File: src/rtl/pc_sequencer_if.sv
// pc_sequencer_if
// Bundles the pipeline-side signals of the next-PC controller.
//   master : drives fetch/hazard/ID/CP0 inputs, observes PC controls
//   slave  : the pc_sequencer itself
// Inputs to the sequencer : pc_current, stall, mdu_busy, branch_taken,
//                           branch_target, jump_valid, jump_target,
//                           exc_req, eret_req, epc
// Outputs of the sequencer: pc_enable, pc_next, flush_if, flush_id,
//                           pend_valid, stall_count
interface pc_sequencer_if;
  logic [31:0] pc_current;
  logic        stall;
  logic        mdu_busy;
  logic        branch_taken;
  logic [31:0] branch_target;
  logic        jump_valid;
  logic [31:0] jump_target;
  logic        exc_req;
  logic        eret_req;
  logic [31:0] epc;
  logic        pc_enable;
  logic [31:0] pc_next;
  logic        flush_if;
  logic        flush_id;
  logic        pend_valid;
  logic [31:0] stall_count;

  modport master (
    output pc_current, stall, mdu_busy, branch_taken, branch_target,
           jump_valid, jump_target, exc_req, eret_req, epc,
    input  pc_enable, pc_next, flush_if, flush_id, pend_valid, stall_count
  );

  modport slave (
    input  pc_current, stall, mdu_busy, branch_taken, branch_target,
           jump_valid, jump_target, exc_req, eret_req, epc,
    output pc_enable, pc_next, flush_if, flush_id, pend_valid, stall_count
  );
endinterface

File: src/rtl/pc_sequencer.sv
// pc_sequencer
// Next-PC controller: selects the next fetch address from sequential,
// branch/jump, exception and eret paths, buffers one redirect that shows
// up while the front end is held, and counts held cycles.
// Ports:
//   clock  : rising-edge clock
//   reset  : asynchronous, active-high reset
//   bus    : pc_sequencer_if.slave (see interface header for signals)
//
// state     | meaning
// ----------+-----------------------------------------------------------
// RUN       | front end advancing, nothing buffered
// HOLD      | front end held, nothing buffered
// HOLD_PEND | a redirect target sits in pend_tgt, waiting for hold to drop
module pc_sequencer #(
  parameter logic [31:0] EXC_VECTOR = 32'h00400004
) (
  input logic          clock,
  input logic          reset,
  pc_sequencer_if.slave bus
);

  typedef enum logic [1:0] {
    RUN       = 2'd0,
    HOLD      = 2'd1,
    HOLD_PEND = 2'd2
  } state_t;

  state_t      state;
  state_t      state_next;
  logic [31:0] pend_tgt;
  logic [31:0] stall_cnt;

  logic        hold;
  logic        redir_req;
  logic [31:0] redir_tgt;
  logic        load_pend;
  logic [31:0] pend_src;

  assign hold      = bus.stall | bus.mdu_busy;
  assign redir_req = bus.jump_valid | bus.branch_taken;
  assign redir_tgt = bus.jump_valid ? bus.jump_target : bus.branch_target;

  // eret under hold is buffered the same way as a branch; once something is
  // buffered, the stalled ID instruction keeps re-presenting it, so later
  // requests are ignored.
  assign load_pend = !bus.exc_req && hold && (state != HOLD_PEND) &&
                     (bus.eret_req || redir_req);
  assign pend_src  = bus.eret_req ? bus.epc : redir_tgt;

  always_ff @(posedge clock or posedge reset) begin
    if (reset) begin
      state <= RUN;
    end else begin
      state <= state_next;
    end
  end

  always_comb begin
    state_next = state;
    if (bus.exc_req) begin
      state_next = RUN;
    end else if (state == HOLD_PEND) begin
      state_next = hold ? HOLD_PEND : RUN;
    end else if (bus.eret_req || redir_req) begin
      state_next = hold ? HOLD_PEND : RUN;
    end else begin
      state_next = hold ? HOLD : RUN;
    end
  end

  always_comb begin
    bus.pc_enable = 1'b0;
    bus.pc_next   = bus.pc_current;
    bus.flush_if  = 1'b0;
    bus.flush_id  = 1'b0;
    if (!reset) begin
      if (bus.exc_req) begin
        bus.pc_enable = 1'b1;
        bus.pc_next   = EXC_VECTOR;
        bus.flush_if  = 1'b1;
        bus.flush_id  = 1'b1;
      end else if (state == HOLD_PEND) begin
        if (!hold) begin
          bus.pc_enable = 1'b1;
          bus.pc_next   = pend_tgt;
          bus.flush_if  = 1'b1;
        end
      end else if (bus.eret_req) begin
        if (!hold) begin
          bus.pc_enable = 1'b1;
          bus.pc_next   = bus.epc;
          bus.flush_if  = 1'b1;
        end
      end else if (redir_req) begin
        if (!hold) begin
          bus.pc_enable = 1'b1;
          bus.pc_next   = redir_tgt;
          bus.flush_if  = 1'b1;
        end
      end else if (!hold) begin
        bus.pc_enable = 1'b1;
        bus.pc_next   = bus.pc_current + 32'd4;
      end
    end
  end

  always_ff @(posedge clock or posedge reset) begin
    if (reset) begin
      pend_tgt <= 32'd0;
    end else if (bus.exc_req) begin
      pend_tgt <= 32'd0;
    end else if (load_pend) begin
      pend_tgt <= pend_src;
    end
  end

  always_ff @(posedge clock or posedge reset) begin
    if (reset) begin
      stall_cnt <= 32'd0;
    end else if (!bus.pc_enable && (stall_cnt != 32'hFFFF_FFFF)) begin
      stall_cnt <= stall_cnt + 32'd1;
    end
  end

  assign bus.pend_valid  = (state == HOLD_PEND);
  assign bus.stall_count = stall_cnt;

endmodule
File: src/flat_wrapper.sv
// flat-port wrapper written by rule: the top's interface ports become plain ports
module pc_sequencer_flat 
#(
  parameter logic [31:0] EXC_VECTOR = 32'h00400004
)
  (clock, reset, bus_pc_current, bus_stall, bus_mdu_busy, bus_branch_taken, bus_branch_target, bus_jump_valid, bus_jump_target, bus_exc_req, bus_eret_req, bus_epc, bus_pc_enable, bus_pc_next, bus_flush_if, bus_flush_id, bus_pend_valid, bus_stall_count);
  pc_sequencer_if bus_i ();
  input logic clock;
  input logic reset;
  input wire logic [$bits(bus_i.pc_current)-1:0] bus_pc_current;
  input wire logic [$bits(bus_i.stall)-1:0] bus_stall;
  input wire logic [$bits(bus_i.mdu_busy)-1:0] bus_mdu_busy;
  input wire logic [$bits(bus_i.branch_taken)-1:0] bus_branch_taken;
  input wire logic [$bits(bus_i.branch_target)-1:0] bus_branch_target;
  input wire logic [$bits(bus_i.jump_valid)-1:0] bus_jump_valid;
  input wire logic [$bits(bus_i.jump_target)-1:0] bus_jump_target;
  input wire logic [$bits(bus_i.exc_req)-1:0] bus_exc_req;
  input wire logic [$bits(bus_i.eret_req)-1:0] bus_eret_req;
  input wire logic [$bits(bus_i.epc)-1:0] bus_epc;
  output wire logic [$bits(bus_i.pc_enable)-1:0] bus_pc_enable;
  output wire logic [$bits(bus_i.pc_next)-1:0] bus_pc_next;
  output wire logic [$bits(bus_i.flush_if)-1:0] bus_flush_if;
  output wire logic [$bits(bus_i.flush_id)-1:0] bus_flush_id;
  output wire logic [$bits(bus_i.pend_valid)-1:0] bus_pend_valid;
  output wire logic [$bits(bus_i.stall_count)-1:0] bus_stall_count;
  assign bus_i.pc_current = bus_pc_current;
  assign bus_i.stall = bus_stall;
  assign bus_i.mdu_busy = bus_mdu_busy;
  assign bus_i.branch_taken = bus_branch_taken;
  assign bus_i.branch_target = bus_branch_target;
  assign bus_i.jump_valid = bus_jump_valid;
  assign bus_i.jump_target = bus_jump_target;
  assign bus_i.exc_req = bus_exc_req;
  assign bus_i.eret_req = bus_eret_req;
  assign bus_i.epc = bus_epc;
  assign bus_pc_enable = bus_i.pc_enable;
  assign bus_pc_next = bus_i.pc_next;
  assign bus_flush_if = bus_i.flush_if;
  assign bus_flush_id = bus_i.flush_id;
  assign bus_pend_valid = bus_i.pend_valid;
  assign bus_stall_count = bus_i.stall_count;
  pc_sequencer #(.EXC_VECTOR(EXC_VECTOR)) u_core (.clock(clock), .reset(reset), .bus(bus_i));
endmodule
File: config.mk
export PLATFORM = sky130hd
export DESIGN_NAME = pc_sequencer_flat
export DESIGN_NICKNAME = d
export VERILOG_FILES = /design/src/rtl/pc_sequencer_if.sv /design/src/rtl/pc_sequencer.sv /design/src/flat_wrapper.sv
export SDC_FILE = /design/constraint.sdc
export NUM_CORES = 1
export LEC_CHECK = 0
export ABC_AREA = 1
export CAP_MARGIN = 10
export CORE_ASPECT_RATIO = 2
export CORE_MARGIN = 4
export CORE_UTILIZATION = 25
export DETAILED_ROUTE_END_ITERATION = 16
export GPL_ROUTABILITY_DRIVEN = 0
export PLACE_DENSITY_LB_ADDON = 0.12
export SETUP_SLACK_MARGIN = 0.15
export SKIP_LAST_GASP = 1
export SLEW_MARGIN = 20
export SYNTH_ARGS = -nofsm -noshare
export SYNTH_HDL_FRONTEND = slang
export SYNTH_SLANG_ARGS = --single-unit
File: constraint.sdc
create_clock -name clock -period 4.82 [get_ports clock]
set_input_delay 0.723 -clock clock [delete_from_list [all_inputs] [get_ports clock]]
set_output_delay 0.723 -clock clock [all_outputs]
set_load 0.1 [all_outputs]
# Word-level counts from Yosys, hierarchy flattened
# Index checks and enable logic that the tools add are counted.
op_classes:
  addsub: 2
  n_eq_ne: 3
  muxes: 28
  bitwise_logic: 2
  reduce_logical: 8
op_table:
  columns: ["cell", "count"]
  rows:
  - ["two-way mux 32 bit", 13]
  - ["adder 32 x 1 -> 32 bit, second input constant", 1]
  - ["adder 32 x 3 -> 32 bit, second input constant", 1]
  - ["inequality test 32 bit, second input constant", 1]
  - ["two-way mux 1 bit", 11]
  - ["two-way mux 2 bit", 4]
  - ["logical AND 1 bit", 4]
  - ["equality test 2 bit, second input constant", 1]
  - ["zero test 1 bit", 2]
  - ["inequality test 2 bit, second input constant", 1]
  - ["OR 1 bit", 2]
  - ["nonzero test 2 bit", 1]
  - ["logical OR 1 bit", 1]
totals:
  reg_bits: 66

# Depth between registers and ports, before layout
logic_depth:
  word_depth: 7
  mapped_depth: 14
  mapped_depth_nobuf: 13

# Least setup slack after synthesis
# No wires, ideal clock.
synth_timing:
  path_kind: "input port to output port"
  start: "input port reset"
  end: "output port bus_pc_next[10]"
  arrival_ps: 4997
  required_ps: 4097
  path_slack_ps: -900
  stages: 3
  path_cell_list: "inv_1 > clkbuf_1 > o21ai_0"
synth_via:
  elab_chain_len: 1
synth_lines:
  columns: ["item", "line", "source"]
  rows:
  - ["start, declared", "flat_wrapper.sv:9", "input logic reset;"]
  - ["two-way mux 32 bit", "pc_sequencer.sv:77", "if (!reset) begin"]
  - ["end, declared", "flat_wrapper.sv:21", "output wire logic [$bits(bus_i.pc_next)-1:0] bus_pc_next;"]
# Every way passes these cells.

# Worst setup path in the final report
layout_timing:
  start: "input port bus_mdu_busy"
  end: "output port bus_pc_next[28]"
layout_via:
  elab_chain_len: 7
  word_cells_on_any_way: 10
  cone_classes: "9 x mux; 1 x bitwise"
layout_lines:
  columns: ["item", "line", "source"]
  rows:
  - ["start, declared", "flat_wrapper.sv:12", "input wire logic [$bits(bus_i.mdu_busy)-1:0] bus_mdu_busy;"]
  - ["OR 1 bit (*)", "pc_sequencer.sv:40", "assign hold = bus.stall | bus.mdu_busy;"]
  - ["two-way mux 32 bit (on tied branches)", "pc_sequencer.sv:101, pc_sequencer.sv:96", null]
  - ["two-way mux 32 bit", "pc_sequencer.sv:95", "end else if (redir_req) begin"]
  - ["two-way mux 32 bit", "pc_sequencer.sv:89", "end else if (bus.eret_req) begin"]
  - ["two-way mux 32 bit (*)", "pc_sequencer.sv:83", "end else if (state == HOLD_PEND) begin"]
  - ["two-way mux 32 bit (*)", "pc_sequencer.sv:78", "if (bus.exc_req) begin"]
  - ["two-way mux 32 bit (*)", "pc_sequencer.sv:77", null]
# Every way passes the cells marked *; elsewhere a longest branch is shown, timed or not.

==> out/metrics.csv <==
stage,metric,value,unit
setup_path,worst-endpoint-arrival,3.37,ns
die,die-area,29800,sq um
logic_synthesis,synthArstFlopShare,100,%
setup_path,cp-start-kind,input pin,
logic_synthesis,avgSynthCellArea,5.92,sq um
timing,finalSetupViolations,0,
logic_synthesis,synth_nets,1276,
routing,wl_per_cell,20.8,um
routing,dr.first_iter.drc_count,605,
power_and_ir_drop,switching_share,50.6,%
final_layout,final_cells,1665,
power_and_ir_drop,p_leak,4.21,nW
clock_network,cts.sink_count,66,
routing,route.met3.wl,1940,um
die,initial_core_util,25.4,%
final_layout,nets,1453,
clock_network,cts_buffer_depth,2,
routing,top_layer_used,met5,
global_route,grt_pass1_wl,50600,um
final_layout,drive_gt1_share,8.79,%
logic_synthesis,netlist_area,6740,sq um
timing,worst_pin_slew,1.06,ns
routing,dr.pass1.iters,5,
routing,drc,0,
logic_synthesis,ys_types,46,
final_layout,area_growth_syn_to_layout,44.2,%
logic_synthesis,seq_area_frac_synth,24.5,%
power_and_ir_drop,intPower,1.55,mW
place,dpl.cell_count,1648,
die,io_pins,204,
global_route,grt_util_all_layers,22.9,%
setup_path,critPathKind,input pin to primary output,
die,fp.dieH,240,um
power_and_ir_drop,irDropWorstVdd,416,uV
routing,vias_per_cell,5.09,
routing,met1Wirelength,12400,um
power_and_ir_drop,powerDensity,323,nW/um^2
logic_synthesis,synth_seq_cells,66,
timing,fmax,244,MHz
power_and_ir_drop,power_frac_seq,24.3,%
die,dieWidth,124,um
routing,wl_met2,18400,um
timing,rsz0062_at_grt,false,
clock_network,cts_resized,0,
setup_path,critPathMaxFanout,45,
routing,ant_nets,0,
setup_path,end_kind,primary output,
timing,finClkSkew,0.00559,ns
timing,min_period,4.10,ns
power_and_ir_drop,netSwitchingPower,1.59,mW
clock_network,htreeDepth,3,
logic_synthesis,synth_cells,1138,
place,port_buffers,203,
clock_network,root_buffer,clkbuf_16,
timing,drv_slew,0,
timing,finalSetupTns,0,ns
timing,relSlewSlack,29.5,%
clock_network,cts_hold_buf,0,
global_route,grt.overflow.total,0,
setup_path,crit_required,4.10,ns
outcome,status,"finished, final reports clean",
global_route,grt_pass1_vias,8506,
clock_network,post_cts_buffers,0,
flow_run,cap_violations,0,
global_route,grt_max_degree,46,
clock_network,clkLatencyLatePin,0.34,ns
clock_network,path_clk_slew,0.06,ns
place,hpwl,27400,um
clock_network,cts_inserted_buffers,9,
worst_hold_path,min_path_type,flip-flop to flip-flop,
power_and_ir_drop,p_comb_share,54.3,%
timing,hold_viol_final,0,
die,fp-row-count,84,
logic_synthesis,yosys_most_used_dff,dfrtp_1,
timing,fin_crit_sh,85.0,%
logic_synthesis,yosys_warnings,0,
routing,vias,8477,
die,core-area,26500,sq um
clock_network,cts_tree,done,
power_and_ir_drop,p_clk_share,21.4,%
global_route,antenna_found_initial,3,
routing,routed_wl,34600,um
logic_synthesis,synth_edf_count,0,
[state kept, by name, indices dropped and copies added (netlist names)]
register / flops
u_core.pend_tgt: 32
u_core.state: 2
u_core.bus.stall_count: 32
[final timing paths]
kind / startpoint / depth (start not counted) / slack, ns / to
min: u_core.pend_tgt[7] / 2 / 0.51 / u_core.pend_tgt[7]
max reg2reg: u_core.state[0] / 6 / 1.51 / u_core.pend_tgt[14]
max: bus_mdu_busy / 9 / 0.72 / bus_pc_next[28]
min in group asynchronous: reset / 3 / 1.02 / u_core.pend_tgt[6]
min reg2reg: u_core.pend_tgt[7] / 2 / 0.51 / u_core.pend_tgt[7]
max in group asynchronous: reset / 4 / 2.75 / u_core.bus.stall_count[16]
[critical path, stage by stage]
cell and delay [ns]:
clkdlybuf4s50_1 0.50, inv_1 0.05, nand2_1 0.47, buf_4 0.49, o211ai_1 0.29, nand2_1 0.23, a21oi_1 0.09, o21ai_1 0.28
buf_12 0.22
[metrics by stage]
stage          hold WS (ns)  util [%]  power [mW]  area [sq um]  setup WS (ns)
6_report              0.513      36.7        3.14          9710          0.722
4_1_cts               0.510      36.7        3.17          9710          0.737
3_3_place_gp          0.493      35.6        2.48          9420          0.659
5_1_grt               0.532      36.7        3.28          9710          0.539
2_1_floorplan         0.473         -        1.89          6740         0.0795
3_5_place_dp          0.497      35.6        2.47          9420          0.743
[cells in the final DEF, fill, tap and decap left out, types with 2 or more instances in the layout]
cell type,n
nand2_1,319
clkdlybuf4s50_1,168
o21ai_0,134
inv_1,115
nand3_1,110
nor2_1,91
dfrtp_1,66
a21oi_1,43
buf_12,34
nor3_1,32
xor2_1,25
buf_4,23
nand4_1,20
o22ai_1,15
o21ai_1,13
nor2_2,11
o211ai_1,10
or2_2,10
clkbuf_16,9
inv_2,8
a211oi_1,6
o21ai_2,6
o221ai_1,5
nor2_4,4
xnor2_1,4
nand3_2,3
o21a_1,3
diode_2,2
a311oi_1,2
a31oi_1,2
o21bai_1,2
a221oi_1,2
o2111ai_1,2
a22oi_1,2
nor4_1,2
nand2_2,2
ha_1,2
clkinv_2,2
clkbuf_1,2
[area by class of cell]
type                       count  area, sq um
fill                        2951        16800
antenna                        2         5.00
sequential                    66         1650
clock buffer                  12          246
clock inverter                 3         40.0
inverter                     123          462
multi-input combinational    890         4340
tap                          344          430
timing repair buffer         225         2530
[cell families after synthesis]
logic type | Yosys count | share of synthesized area, %
simple gates | 607 | 39.1
xor+xnor | 29 | 3.77
mux | 1 | 0.149
buf+inv | 182 | 11.2
compound gates | 251 | 20.9
fa+ha+maj | 2 | 0.371
flops | 66 | 24.5
[power by group through the flow]
| stage | clock network [mW] | registers, mW | logic (mW) |
|---|---|---|---|
| finish | 0.672 | 0.764 | 1.70 |
| detailed placement | 0 | 0.769 | 1.70 |
| floorplan | 0 | 1.24 | 0.653 |
| global route | 0.709 | 0.779 | 1.79 |
| CTS | 0.693 | 0.763 | 1.71 |
| global placement | 0 | 0.774 | 1.70 |
[cell usage after synthesis, types with 9 or more instances]
library cell	number	area [sq um]
a21oi_1	43	215
buf_2	21	105
clkbuf_1	24	90.1
dfrtp_1	66	1650
inv_1	117	439
nand2_1	319	1200
nand3_1	110	551
nand4_1	20	125
nor2_1	93	349
nor2_2	9	56.3
nor3_1	32	160
o211ai_1	10	75.1
o21ai_0	135	676
o21ai_1	12	60.1
o22ai_1	15	93.8
or2_2	10	62.6
xor2_1	25	219
[routing by layer]
metal / vias up / global-route usage (%)
met3: 75 / 3.04
met2: 340 / 42.3
met1: 3941 / 24.2
met5: - / 0
li1: 4119 / -
met4: 2 / 12.7
No activity file was read; power rests on OpenSTA's default activity.
